<file path="config.mk">
export PLATFORM = sky130hd
export DESIGN_NAME = wave_seq
export DESIGN_NICKNAME = d
export VERILOG_FILES = /design/src/rtl/wave_seq.sv
export SDC_FILE = /design/constraint.sdc
export NUM_CORES = 2
export LEC_CHECK = 0
export CORE_UTILIZATION = 62
export DETAILED_ROUTE_END_ITERATION = 10
export PLACE_DENSITY_LB_ADDON = 0.2
export REMOVE_ABC_BUFFERS = 1
export SLEW_MARGIN = 30
export SYNTH_ARGS = -nofsm -noshare
export SYNTH_HDL_FRONTEND = slang
export SYNTH_SLANG_ARGS = --single-unit
</file>
<file path="constraint.sdc">
create_clock -name clk -period 33.7 [get_ports clk]
set_clock_uncertainty 0.2 [all_clocks]
set_input_delay 6.74 -clock clk [delete_from_list [all_inputs] [get_ports clk]]
set_output_delay 6.74 -clock clk [all_outputs]
set_load 0.005 [all_outputs]
</file>
<file path="src/rtl/wave_seq.sv">
// Waveform program sequencer: replays a host-loaded table of {mode, param1, param2, duration}
// entries as register writes to a wave generator; one write per cycle, no backpressure from the generator.
module wave_seq #(
  parameter int DEPTH = 8
) (
  input  logic        clk,
  input  logic        reset,
  input  logic [3:0]  h_wstrb,
  input  logic [31:0] h_addr,
  input  logic [31:0] h_wdata,
  output logic [31:0] h_rdata,
  output logic [3:0]  wg_wstrb,
  output logic [31:0] wg_addr,
  output logic [31:0] wg_wdata,
  output logic        busy,
  output logic        done
);

  localparam int IW = $clog2(DEPTH);

  localparam logic [2:0] IDLE    = 3'd0;
  localparam logic [2:0] WR_MODE = 3'd1;
  localparam logic [2:0] WR_P1   = 3'd2;
  localparam logic [2:0] WR_P2   = 3'd3;
  localparam logic [2:0] DWELL   = 3'd4;
  localparam logic [2:0] FIN     = 3'd5;

  typedef struct packed {
    logic [2:0]  mode;
    logic [31:0] param1;
    logic [31:0] param2;
    logic [31:0] duration;
  } entry_t;

  entry_t        tbl [DEPTH];
  logic [2:0]    state, state_nxt;
  logic [3:0]    idx, idx_nxt;
  logic [15:0]   loop_cnt, loop_cnt_nxt;
  logic [31:0]   dwell_cnt, dwell_cnt_nxt;
  logic          loop_en;
  logic [3:0]    count;

  logic          h_wr;
  logic          ctrl_wr;
  logic          count_wr;
  logic          start_cmd;
  logic          stop_cmd;
  logic [IW-1:0] h_ent;
  logic [IW-1:0] cur_ent;
  entry_t        cur;
  logic [31:0]   dur_eff;
  logic          dwell_last;
  logic          addr_unused;

  assign h_wr      = |h_wstrb;
  assign ctrl_wr   = h_wr && !h_addr[7] && (h_addr[3:2] == 2'd0);
  assign count_wr  = h_wr && !h_addr[7] && (h_addr[3:2] == 2'd1);
  // Stop takes priority when both command bits arrive in one write.
  assign stop_cmd  = ctrl_wr && h_wdata[1];
  assign start_cmd = ctrl_wr && h_wdata[0] && !h_wdata[1];

  assign h_ent       = h_addr[4 +: IW];
  assign cur_ent     = idx[IW-1:0];
  assign cur         = tbl[cur_ent];
  assign dur_eff     = (cur.duration == 32'd0) ? 32'd1 : cur.duration;
  assign dwell_last  = (dwell_cnt >= (dur_eff - 32'd1));
  assign addr_unused = ^{h_addr[31:8], h_addr[6:4], h_addr[1:0]};

  always_comb begin
    state_nxt     = state;
    idx_nxt       = idx;
    loop_cnt_nxt  = loop_cnt;
    dwell_cnt_nxt = dwell_cnt;
    case (state)
      IDLE: begin
        if (start_cmd) begin
          state_nxt    = WR_MODE;
          idx_nxt      = 4'd0;
          loop_cnt_nxt = 16'd0;
        end
      end
      WR_MODE: state_nxt = WR_P1;
      WR_P1:   state_nxt = WR_P2;
      WR_P2: begin
        state_nxt     = DWELL;
        dwell_cnt_nxt = 32'd0;
      end
      DWELL: begin
        if (dwell_last) begin
          if ((idx + 4'd1) < count) begin
            idx_nxt   = idx + 4'd1;
            state_nxt = WR_MODE;
          end else if (loop_en) begin
            idx_nxt   = 4'd0;
            state_nxt = WR_MODE;
            if (loop_cnt != 16'hFFFF) loop_cnt_nxt = loop_cnt + 16'd1;
          end else begin
            state_nxt = FIN;
          end
        end else begin
          dwell_cnt_nxt = dwell_cnt + 32'd1;
        end
      end
      FIN:     state_nxt = IDLE;
      default: state_nxt = IDLE;
    endcase
    if (stop_cmd && (state != IDLE)) state_nxt = FIN;
  end

  always_ff @(posedge clk or posedge reset) begin
    if (reset) begin
      state     <= IDLE;
      idx       <= 4'd0;
      loop_cnt  <= 16'd0;
      dwell_cnt <= 32'd0;
      loop_en   <= 1'b0;
      count     <= 4'd1;
      for (int i = 0; i < DEPTH; i++) tbl[i] <= '0;
    end else begin
      state     <= state_nxt;
      idx       <= idx_nxt;
      loop_cnt  <= loop_cnt_nxt;
      dwell_cnt <= dwell_cnt_nxt;
      if (ctrl_wr) loop_en <= h_wdata[2];
      if (count_wr) begin
        if (h_wdata == 32'd0)
          count <= 4'd1;
        else if (h_wdata > 32'(DEPTH))
          count <= 4'(DEPTH);
        else
          count <= h_wdata[3:0];
      end
      if (h_wr && h_addr[7]) begin
        case (h_addr[3:2])
          2'd0: tbl[h_ent].mode     <= h_wdata[2:0];
          2'd1: tbl[h_ent].param1   <= h_wdata;
          2'd2: tbl[h_ent].param2   <= h_wdata;
          2'd3: tbl[h_ent].duration <= h_wdata;
          default: ;
        endcase
      end
    end
  end

  // Generator outputs depend only on registered state and table contents.
  always_comb begin
    wg_wstrb = 4'h0;
    wg_addr  = 32'd0;
    wg_wdata = 32'd0;
    case (state)
      WR_MODE: begin
        wg_wstrb = 4'hF;
        wg_addr  = 32'h0;
        wg_wdata = {29'b0, cur.mode};
      end
      WR_P1: begin
        wg_wstrb = 4'hF;
        wg_addr  = 32'h4;
        wg_wdata = cur.param1;
      end
      WR_P2: begin
        wg_wstrb = 4'hF;
        wg_addr  = 32'h8;
        wg_wdata = cur.param2;
      end
      FIN: begin
        wg_wstrb = 4'hF;
        wg_addr  = 32'h0;
        wg_wdata = 32'd0;
      end
      default: ;
    endcase
  end

  assign busy = (state != IDLE);
  assign done = (state == FIN);

  always_comb begin
    h_rdata = 32'd0;
    if (h_addr[7]) begin
      case (h_addr[3:2])
        2'd0: h_rdata = {29'b0, tbl[h_ent].mode};
        2'd1: h_rdata = tbl[h_ent].param1;
        2'd2: h_rdata = tbl[h_ent].param2;
        2'd3: h_rdata = tbl[h_ent].duration;
        default: h_rdata = 32'd0;
      endcase
    end else begin
      case (h_addr[3:2])
        2'd0: h_rdata = {29'b0, loop_en, 2'b0};
        2'd1: h_rdata = {28'b0, count};
        2'd2: h_rdata = {loop_cnt, 8'b0, idx, 3'b0, busy};
        default: h_rdata = 32'd0;
      endcase
    end
  end

endmodule

</file>
======== After elaboration in Yosys (flattened, before gate mapping) ========
Index checks and enable logic that the tools add are counted.
W data, S select, Z words.
storage, ports and cells
  bits in registers ....................... 852
  bits in latches ......................... 0
  memory bits (writable) .................. 0
  ROM bits ................................ 0
  bits of input ports ..................... 70
  word-level logic and storage cells ...... 139
  memories ................................ 0
cells by class
  $add $sub $neg .......................... 4
  $mul .................................... 0
  divide/modulo/power cells ............... 0
  order comparisons ....................... 6
  eq/ne operators ......................... 18
  shifts and indexed selects .............. 0
  mux-type cells .......................... 47
  bitwise logic cells ..................... 2
  reduce and logical (&&, ||, !) cells .... 24
operator list
  kind                     number
  $bwmux W792              4
  $pmux W792 S4            1
  $demux W99 S3            4
  $bmux W99 S3             2
  $mux W99                 5
  $pmux W32 S3             2
  $mux W32                 4
  $pmux W32 S4             1
  $mux W96                 1
  $mux W16                 5
  $logic_not A32 Y1        2
  $mux W64                 1
  $pmux W32 S2             1
  $add A32 B1 Y32 const B  1
  $ge A32 B32 Y1           1
  $gt A32 B4 Y1 const B    1
  $pmux W16 S2             1
  $sub A32 B1 Y32 const B  1
  $mux W4                  7
  $add A16 B1 Y16 const B  1
  $ne A16 B16 Y1 const B   1
  $pmux W4 S2              2
  $mux W3                  5
  $pmux W3 S5              1
  other kinds (22)         46

======== Logic depth before layout (Yosys ltp) ========
  depth after elaboration ................. 11
  gate-level depth with buffers ........... 30
  depth with buffers taken out ............ 23

======== Worst setup path before layout ========
OpenSTA, ideal clock, no wires.
  kind .................................... input to output
  from .................................... input port h_addr[6]
  to ...................................... output port h_rdata[9]
  data arrival time ....................... 8900 ps
  required time ........................... 26760 ps
  slack ................................... 17860 ps
  stages .................................. 11
  cell sequence ........................... clkbuf_1 > nor2b_1 > nor2b_1 > clkbuf_1 > clkbuf_1 > clkbuf_1 > buf_1 > a22oi_1 > nand4_1 > o211ai_1 > a21oi_1
on the way
  word-level cells in the longest chain between the ends .. 6
RTL lines
  element                                      RTL line       source
  start, declared                              9              input logic [31:0] h_addr,
  $not A3 Y4 (implied by the code)             183, 184, 185
  $bmux W99 S3                                 183, 184, 185
  $mux W99 (implied by the code) (2 in a row)  185            2'd3: h_rdata = tbl[h_ent].duration;
  $pmux W32 S4                                 181            case (h_addr[3:2])
  $mux W32                                     180            if (h_addr[7]) begin
  end, declared                                11             output logic [31:0] h_rdata,
Every way passes these cells. The select of a mux whose other input is x is not followed.

======== Worst setup path after layout ========
  from .................................... input port h_addr[6]
  to ...................................... output port h_rdata[25]
Same word-level chain as after synthesis.

==> results.py <==
metrics = {
    "outcome": {
        "status": "finished clean",
    },
    "min_path": {
        "hold_depth": 2,
        "hp-class": "reg2reg",
    },
    "grt": {
        "grtUsageTotal_pct": 39.5,
        "grt_start_max_net_pins": 188,
        "grt_antenna_before_repair": 4,
        "grt_pass1_vias": 36199,
        "grt-ovfl-total": 0,
        "grt_first_pass_wirelength_um": 229000,
    },
    "setup_path": {
        "critPathTopFamily": "buffers and inverters",
        "cp-end-kind": "primary output",
        "arrival_ps": 11600,
        "crit_cells": 10,
        "rrSetupSlack_ps": 24250,
        "cpMostUsedCell": "clkdlybuf4s50_1",
        "reg2reg_depth": 23,
        "crit_slowest_cell": "clkdlybuf4s50_1",
        "crit_required_ps": 26760,
        "cp_cell_sequence": "clkdlybuf4s50_1, nor2_1, and2_4, buf_4, a22o_1, a221oi_1, a31oi_1, a21oi_1, o21ai_0, clkdlybuf4s50_1",
        "worstPathMaxFanout": 52,
        "max_stage_delay_ps": 870,
        "crit_type": "in2out",
        "worst_setup_path_start_kind": "primary input",
        "crit_buf_inv": 3,
    },
    "logic_synthesis": {
        "synth_warnings": 0,
        "synth-simple-area-share_pct": 6.13,
        "syn_area_per_cell_um2": 12.6,
        "synth_top_family_by_area": "multiplexers",
        "synth_area_leaders": "dfrtp_1 46%, mux2_2 19%, mux4_2 9.2%",
        "synth_compound_area_share_pct": 10.8,
        "yosysTopAreaCellShare_pct": 45.7,
        "ys_types": 86,
        "synth_top_cell_by_area": "dfrtp_1",
        "ys_ff_latch": 852,
        "syn_inst": 3710,
        "synth_area_mm2": 0.0466,
        "synth-edff-count": 0,
        "dominantRegCellSynth": "dfrtp_1",
        "synth_mux_area_share_pct": 31.8,
        "synth_fa_ha_area_share_pct": 1.05,
        "synth-xor-area-share_pct": 0.620,
        "async_flop_share_pct": 100,
        "yosysMostFrequentCell": "dfrtp_1",
        "synth.top_cells.by_count": "851 x dfrtp_1, 790 x mux2_2, 264 x clkbuf_1, 260 x a22oi_1, 190 x mux4_2",
        "synth-seq-area-share_pct": 45.7,
    },
    "die": {
        "start_util_pct": 62.6,
        "fp.dieH_um": 276,
        "rows": 100,
        "coreArea_mm2": 0.0744,
        "die-area_mm2": 0.0763,
        "fp.dieW_um": 276,
        "io_pins": 172,
    },
    "sta": {
        "rsz0062_at_grt": "no",
        "fin_tns_setup_ps": 0,
        "setup_viol": 0,
        "min_period_ps": 18540,
        "hold_ws_ps": 281,
        "worst_slack_ps": 15160,
        "drv_slew": 0,
        "clock.fmax_mhz": 53.9,
        "fin_crit_sh_pct": 55.0,
        "slew_headroom_pct": 29.9,
        "hold_violations": 0,
        "worstMarginPinSlew_ps": 1050,
    },
    "power_and_ir_drop": {
        "peakVddDrop_v": 0.0000511,
        "finalPower_mw": 3.36,
        "leakagePower_nw": 21.7,
        "power_per_cell_area_mw_per_mm2": 65.2,
    },
    "clocking": {
        "ctsResizeCount": 0,
        "root_buffer": "clkbuf_16",
        "clockBufferDepth": 3,
        "clk_pin_slew_worst_paths_ps": 60,
        "cts_tree": "built",
        "cts_setup_buffers": 0,
        "insertion_delay_ps": 680,
        "cts_inserted_buffers": 90,
        "ctsHoldBuffers": 0,
        "h-tree-depth": 3,
        "clock-sinks": 852,
    },
    "detailed_routing": {
        "ant_nets": 0,
        "drt-total-wl_um": 151000,
        "drtPass1Iterations": 6,
        "route.detailed.wl_per_inst_um": 32.2,
        "drc": 0,
        "vias_per_cell": 7.58,
        "vias": 35539,
        "drtIter0Drc": 4682,
    },
    "placed_design": {
        "preCtsSetupSlack_ps": 15360,
        "dpl_cell_area_mm2": 0.0484,
        "dp.cells": 4527,
        "hpwl_um": 87400,
        "place_congestion": 0.909,
        "portBuffers": 115,
    },
    "job": {
        "maxCapViolCount": 0,
    },
    "final_layout": {
        "syn_to_final_growth_pct": 10.4,
        "stdcell_count": 4690,
        "drive_gt1_share_pct": 34.8,
        "design_area_mm2": 0.0515,
        "nNetsFinal": 3761,
        "num_antenna_cells": 0,
        "utilization_pct": 69.2,
    },
}
==> layout by cell type (no fill, tap or decap), drive strengths merged, types with 28 or more instances in the layout <==
cell type,instances
a221oi,65
o21ai,52
nor3,34
mux2,791
clkdlybuf4s50,108
mux2i,137
a31oi,35
o22ai,32
conb,30
ha,39
dfrtp,851
inv,28
a22o,63
nor2,132
nand4,71
a21oi,89
mux4,199
nand3,40
nand2,115
clkbuf,131
buf,105
a22oi,260
==> path summary, 6_finish.rpt <==
check / end / start
max: h_rdata[25] / h_addr[6]
min: count[0] / count[0]
max reg2reg: state[2] / idx[0]
min reg2reg: count[0] / count[0]
max in group asynchronous: asynchronous set/reset pin / reset
min in group asynchronous: asynchronous set/reset pin / reset
==> layer usage <==
| layer | share of wire [%] | wire length [µm] | track usage, % | up-vias |
|---|---|---|---|---|
| li1 | - | - | - | 14095 |
| met1 | 38 | 56700 | 53.3 | 18330 |
| met2 | 46 | 68700 | 60.0 | 2536 |
| met3 | 11 | 16600 | 8.81 | 570 |
| met4 | 5.9 | 8840 | 21.9 | 8 |
| met5 | 0.036 | 55 | 0 | - |
==> cell type report <==
cell class                 instances  area (µm²)
sequential                       852       21300
inverter                          23        98.8
clock inverter                    30         409
clock buffer                     131        2660
tap                              969        1210
timing repair buffer             213        1960
multi-input combinational       2472       23800
fill                            5037       22900
==> report_power, final <==
| group | internal [mW] | switching, mW |
|---|---|---|
| clock network | 0.603 | 0.434 |
| logic | 0.455 | 0.465 |
| registers | 1.22 | 0.184 |
==> worst reg2reg max path, stage by stage (launching register included) <==
cell and delay, ps:
dfrtp_4 650, buf_12 520, buf_6 720, buf_4 730
mux2i_1 740, nand2_1 150, nor4bb_2 690, nand2_1 160
nor3_1 350, a31oi_1 310, ha_1 300, inv_1 140
or2_2 210, nor3_4 90, nand3_1 110, xnor2_1 150
ha_1 360, and3_1 170, nand4_1 170, a2111oi_1 750
a21o_1 680, buf_4 420, nor3_1 130, a2111o_1 400
==> logic make-up (layout without fill, tap and decap cells) <==
logic type | count (synthesis) | in the layout
multiplexers | 1127 | 1127
flip-flops | 852 | 852
AO/OA/AOI/OAI | 698 | 698
AND/OR/NAND/NOR | 545 | 545
buffers and inverters | 415 | 397
adder cells (fa/ha/maj) | 39 | 39
XOR/XNOR | 33 | 33
other | 1 | 30
No activity file was read; power rests on OpenSTA's default activity.
